### config.mk
export PLATFORM = sky130hd
export DESIGN_NAME = board_input_debounce
export DESIGN_NICKNAME = d
export VERILOG_FILES = /design/src/rtl/board_input_debounce.sv
export SDC_FILE = /design/constraint.sdc
export NUM_CORES = 1
export LEC_CHECK = 0
export ABC_AREA = 1
export CAP_MARGIN = 20
export CELL_PAD_IN_SITES_DETAIL_PLACEMENT = 0
export CELL_PAD_IN_SITES_GLOBAL_PLACEMENT = 2
export CORE_ASPECT_RATIO = 1.75
export CORE_MARGIN = 2
export CORE_UTILIZATION = 35
export DETAILED_ROUTE_END_ITERATION = 12
export PLACE_DENSITY = 0.75
export SLEW_MARGIN = 20
export SYNTH_ARGS = -nofsm -noshare
export SYNTH_HDL_FRONTEND = slang
export SYNTH_SLANG_ARGS = --single-unit
### constraint.sdc
create_clock -name CLK -period 7.73 [get_ports CLK]
set_input_delay 1.546 -clock CLK [delete_from_list [all_inputs] [get_ports CLK]]
set_output_delay 1.546 -clock CLK [all_outputs]
set_load 0.02 [all_outputs]
### src/rtl/board_input_debounce.sv
// Two-flop synchroniser plus tick-based debouncer for a group of board inputs.
// Outputs a stable level per channel and registered one-cycle rise/fall/changed pulses.
module board_input_debounce #(
  parameter int WIDTH        = 16,
  parameter int TICKBITS     = 17,
  parameter int STABLE_TICKS = 8
) (
  input  logic             CLK,
  input  logic             RST,
  input  logic [WIDTH-1:0] IN,
  output logic [WIDTH-1:0] STATE,
  output logic [WIDTH-1:0] RISE,
  output logic [WIDTH-1:0] FALL,
  output logic             CHANGED
);

  localparam int CW = $clog2(STABLE_TICKS) + 1;
  localparam logic [CW-1:0] CNT_LAST = CW'(STABLE_TICKS - 1);

  logic [WIDTH-1:0]    sync1_q;
  logic [WIDTH-1:0]    sync2_q;
  logic [TICKBITS-1:0] pre_q;
  logic [TICKBITS-1:0] pre_d;
  logic [CW-1:0]       cnt_q [WIDTH];
  logic [CW-1:0]       cnt_d [WIDTH];
  logic [WIDTH-1:0]    state_q;
  logic [WIDTH-1:0]    state_d;
  logic [WIDTH-1:0]    rise_q;
  logic [WIDTH-1:0]    rise_d;
  logic [WIDTH-1:0]    fall_q;
  logic [WIDTH-1:0]    fall_d;
  logic                changed_q;
  logic                changed_d;
  logic                tick_s;

  assign tick_s = &pre_q;

  // Next-state: any agreement with the current level restarts the window.
  always_comb begin
    pre_d   = pre_q + TICKBITS'(1);
    state_d = state_q;
    rise_d  = '0;
    fall_d  = '0;
    for (int i = 0; i < WIDTH; i++) begin
      cnt_d[i] = cnt_q[i];
      if (sync2_q[i] == state_q[i]) begin
        cnt_d[i] = '0;
      end else if (tick_s && (cnt_q[i] == CNT_LAST)) begin
        state_d[i] = sync2_q[i];
        cnt_d[i]   = '0;
        rise_d[i]  = sync2_q[i];
        fall_d[i]  = ~sync2_q[i];
      end else if (tick_s) begin
        cnt_d[i] = cnt_q[i] + CW'(1);
      end else begin
        cnt_d[i] = cnt_q[i];
      end
    end
    changed_d = |(rise_d | fall_d);
  end

  // State registers with asynchronous reset.
  always_ff @(posedge CLK or posedge RST) begin
    if (RST) begin
      sync1_q   <= '0;
      sync2_q   <= '0;
      pre_q     <= '0;
      state_q   <= '0;
      rise_q    <= '0;
      fall_q    <= '0;
      changed_q <= 1'b0;
      for (int i = 0; i < WIDTH; i++) begin
        cnt_q[i] <= '0;
      end
    end else begin
      sync1_q   <= IN;
      sync2_q   <= sync1_q;
      pre_q     <= pre_d;
      state_q   <= state_d;
      rise_q    <= rise_d;
      fall_q    <= fall_d;
      changed_q <= changed_d;
      for (int i = 0; i < WIDTH; i++) begin
        cnt_q[i] <= cnt_d[i];
      end
    end
  end

  assign STATE   = state_q;
  assign RISE    = rise_q;
  assign FALL    = fall_q;
  assign CHANGED = changed_q;

endmodule

# --- Yosys cells after proc, flatten, opt, wreduce, memory -nomap -nowiden ---
# Index checks and enable logic that the tools add are counted.
word_totals:
  output_inout_bits: 49
  wordCells: 282
  register_bits: 162
  inputBits: 18
classes:
  addsub: 17
  eq_ne: 32
  n_mux: 112
  bitwise_logic: 33
  reduce_logical: 50
op_table:
  columns: ["operator", "n"]
  rows:
  - ["4-bit two-way mux", 48]
  - ["4-bit by 1-bit adder with 4-bit output, second input constant", 16]
  - ["4-bit by 3-bit == test with 1-bit output, second input constant", 16]
  - ["1-bit two-way mux", 64]
  - ["3-bit nonzero test", 16]
  - ["1-bit inverter", 32]
  - ["2-bit AND reduction", 16]
  - ["17-bit by 1-bit adder with 17-bit output, second input constant", 1]
  - ["17-bit AND reduction", 1]
  - ["1-bit == test", 16]
  - ["1-bit logical AND", 16]
  - ["16-bit OR", 1]
  - ["16-bit OR reduction", 1]

# --- Longest topological paths before layout ---
depth:
  ltp_word: 6
  ltp_mapped: 15
  mapped_depth_nobuf: 14

# --- Worst setup path before layout ---
# No wires, ideal clock.
synth_timing:
  path_type: "register to output"
  startpoint: "register state_q[0], in the netlist STATE[0]"
  endpoint: "output STATE[0]"
  n_path_buf: 0
  t_required_ns: 6.184
  setup_slack_ns: 5.747
  arrival_time_ns: 0.437
  path_stages_with_launch: 1
  cell_sequence: "dfrtp_1"
synth_lines:
  columns: ["element", "line_no", "source"]
  rows:
  - ["start, declared", "26", "logic [WIDTH-1:0] state_q;"]
  - ["start signal, assigned", "79", "state_q <= state_d;"]
  - ["end, declared", "11", "output logic [WIDTH-1:0] STATE,"]
# No word-level cell between the ends.

# --- Worst setup path after layout ---
layout_timing:
  startpoint: "register state_q[10], in the netlist STATE[10]"
  endpoint: "output STATE[10]"
# No word-level cell between the ends.

==> results_dict.tcl <==
set metrics [dict create \
    critical_path_arrival_ns 1.42 \
    worst_path_max_delay_cell "clkdlybuf4s50_1" \
    pwr-share-comb_pct 2.4 \
    grt-ovfl-total 0 \
    avgSynthCellArea_sq_um 9.194 \
    cts-root-buf "clkbuf_16" \
    power_density_nw_per_um2 214.2 \
    cp-end-kind "output pin" \
    pin_count 67 \
    drtAntennaViolNets 0 \
    setup_viol 0 \
    cp_top_family "buffers and inverters" \
    htreeDepth 4 \
    tns_ns 0 \
    power_leakage_uw 0.003991 \
    slew_viol_final 0 \
    postCtsSetupRepairBufs 0 \
    path_clk_slew_ns 0.06 \
    area_growth_pct 23.34 \
    drive_gt1_share_pct 4.490 \
    port_buffers 66 \
    path_cells "clkdlybuf4s50_1" \
    hold_path_class "reg2reg" \
    gr-usage-all-layers_pct 14.11 \
    slowest_delay_ns 0.62 \
    fin_util_pct 43.69 \
    tightest_slew_ns 0.7433 \
    clk_path_buf_depth 2 \
    synth_seq_cells 162 \
    yosysWarnings 0 \
    fmax_mhz 337.4 \
    synth.distinct_cells 22 \
    die_h_um 187.2 \
    core_area_sq_um 18950 \
    cp_max_fo 3 \
    cts_sinks 162 \
    crit_path_start_kind "flop" \
    async_flop_share_pct 100.0 \
    layout_commonest_cell "nand2_1" \
    skew_ns 0.005934 \
    cts_tree "done" \
    finalHoldViolCount 0 \
    start_util_pct 35.42 \
    worstPathRequired_ns 6.18 \
    syn-num-nets 766 \
    rows 67 \
    slew_headroom_pct 50.45 \
    synth_flop_cell "dfrtp_1" \
    ys_seq_area_share_pct 60.40 \
    viasPerCell 4.503 \
    cts_resized 0 \
    drv_cap 0 \
    wirelength_mm 12.98 \
    place_congestion 0.7349 \
    path_class "reg2out" \
    synth_edf_count 0 \
    first_global_vias 4933 \
    hpwlAfterDp_mm 9.131 \
    fin_crit_sh_pct 38.35 \
    antennaDiodeCount 0 \
    seq_power_share_pct 48.5 \
    syn_area_sq_um 6711 \
    antenna_found_initial 0 \
    internal_power_uw 1425 \
    dr.pass1.iters 5 \
    avgRoutedWirePerCell_um 12.18 \
    p_clk_share_pct 49.1 \
    die_x_um 108.7 \
    drt-initial-drc-count 156 \
    switching_share_pct 19.59 \
    clock_latency_ns 0.42 \
    rsz0062_at_grt "no" \
    path_buf_inv 1 \
    cts_hold_buf 0 \
    synth_cells 730 \
    grt_pass1_wl_mm 22.49 \
    p_switching_uw 347.3 \
    vias 4796 \
    fin_crit_ns 2.964 \
    grt_max_degree 112 \
    cts_buffers 17 \
    route.detailed.drc 0 \
    final_cell_mix "164 x nand2_1, 162 x dfrtp_1, 130 x inv_1" \
    status "complete, no violations" \
    peakVddDrop_mv 0.1204 \
    nets 849 \
    die_area_sq_um 20340 \
]
[synthesized netlist by cell type (2+ instances only)]
cell type | instances | area [sq um]
ha_1 | 18 | 225.2
nand2_1 | 164 | 615.6
o21ai_0 | 40 | 200.2
o21ai_1 | 2 | 10.01
nand3_1 | 22 | 110.1
buf_2 | 2 | 10.01
a31oi_1 | 6 | 37.54
xnor2_1 | 4 | 35.03
nor3_2 | 2 | 20.02
nor2_1 | 92 | 345.3
buf_6 | 2 | 22.52
a21oi_1 | 39 | 195.2
xor2_1 | 23 | 201.4
nor2_2 | 3 | 18.77
a22oi_1 | 10 | 75.07
inv_1 | 131 | 491.7
dfrtp_1 | 162 | 4054
nor3_1 | 4 | 20.02
[kinds of logic (layout without fill, tap and decap cells)]
logic type               count (synthesis)  in the layout  synth area share, %
XOR/XNOR                                27             27                3.523
adder cells (fa/ha/maj)                 18             18                3.356
buffers and inverters                  136            230                7.867
AND/OR/NAND/NOR                        289            289                17.02
flip-flops                             162            162                60.40
AO/OA/AOI/OAI                           98             98                7.830
[final timing paths]
check	startpoint	endpoint	slack (ns)	depth (start not counted)
setup / recovery	STATE[10]$_DFFE_PP0P_	STATE[10]	4.77	1
hold / removal	sync1_q[1]$_DFF_PP0_	sync2_q[1]$_DFF_PP0_	0.35	0
setup reg to reg	pre_q[10]$_DFF_PP0_	cnt_q[24]$_DFFE_PP0P_	4.99	10
hold reg to reg	sync1_q[1]$_DFF_PP0_	sync2_q[1]$_DFF_PP0_	0.35	0
max in group asynchronous	RST	sync1_q[5]$_DFF_PP0_	4.87	3
min in group asynchronous	RST	sync2_q[15]$_DFF_PP0_	1.67	2
[stage by stage]
stage	std cells	setup slack [ns]	total power, uW	hold slack, ns	cell area (sq um)
after global routing	1065	4.595	1851	0.3590	8278
final	1065	4.766	1773	0.3485	8278
after global placement	1035	4.218	919.2	0.3339	7661
after detailed placement	1035	4.153	920.4	0.3365	7661
after floorplan	730	1.807	901.3	0.3312	6711
after CTS	1065	4.603	1806	0.3502	8275
[layout make-up]
type                            count  area, sq um
Inverter                          132        503.0
Fill cell                        1866        10670
Clock inverter                      4        95.09
Tap cell                          241        301.5
Timing Repair Buffer               68        675.6
Clock buffer                       26        519.2
Sequential cell                   162         4054
Multi-Input combinational cell    432         2130
[per-layer routing]
| layer | vias to the layer above | global-route usage, % | wire, um |
|---|---|---|---|
| li1 | 2418 | - | - |
| met1 | 2304 | 15.51 | 5158 |
| met2 | 58 | 25.38 | 7154 |
| met3 | 16 | 3.519 | 402 |
| met4 | 0 | 5.621 | 261 |
| met5 | - | 0 | 0 |
[power by group through the flow]
stage / combinational (uW) / sequential [uW] / clock (uW)
4_1_cts: 45.3 / 860 / 901
3_3_place_gp: 43.9 / 875 / 0
2_1_floorplan: 26.8 / 875 / 0
5_1_grt: 51.0 / 860 / 939
6_report: 43.0 / 860 / 870
3_5_place_dp: 44.9 / 876 / 0
[registers in the layout, summed over array words and instances, names as in the netlist]
signal and flops:
STATE 16, sync1_q 16, CHANGED 1, pre_q 17
RISE 16, sync2_q 16, cnt_q 64, FALL 16
Power figures use the tool's default switching activity.
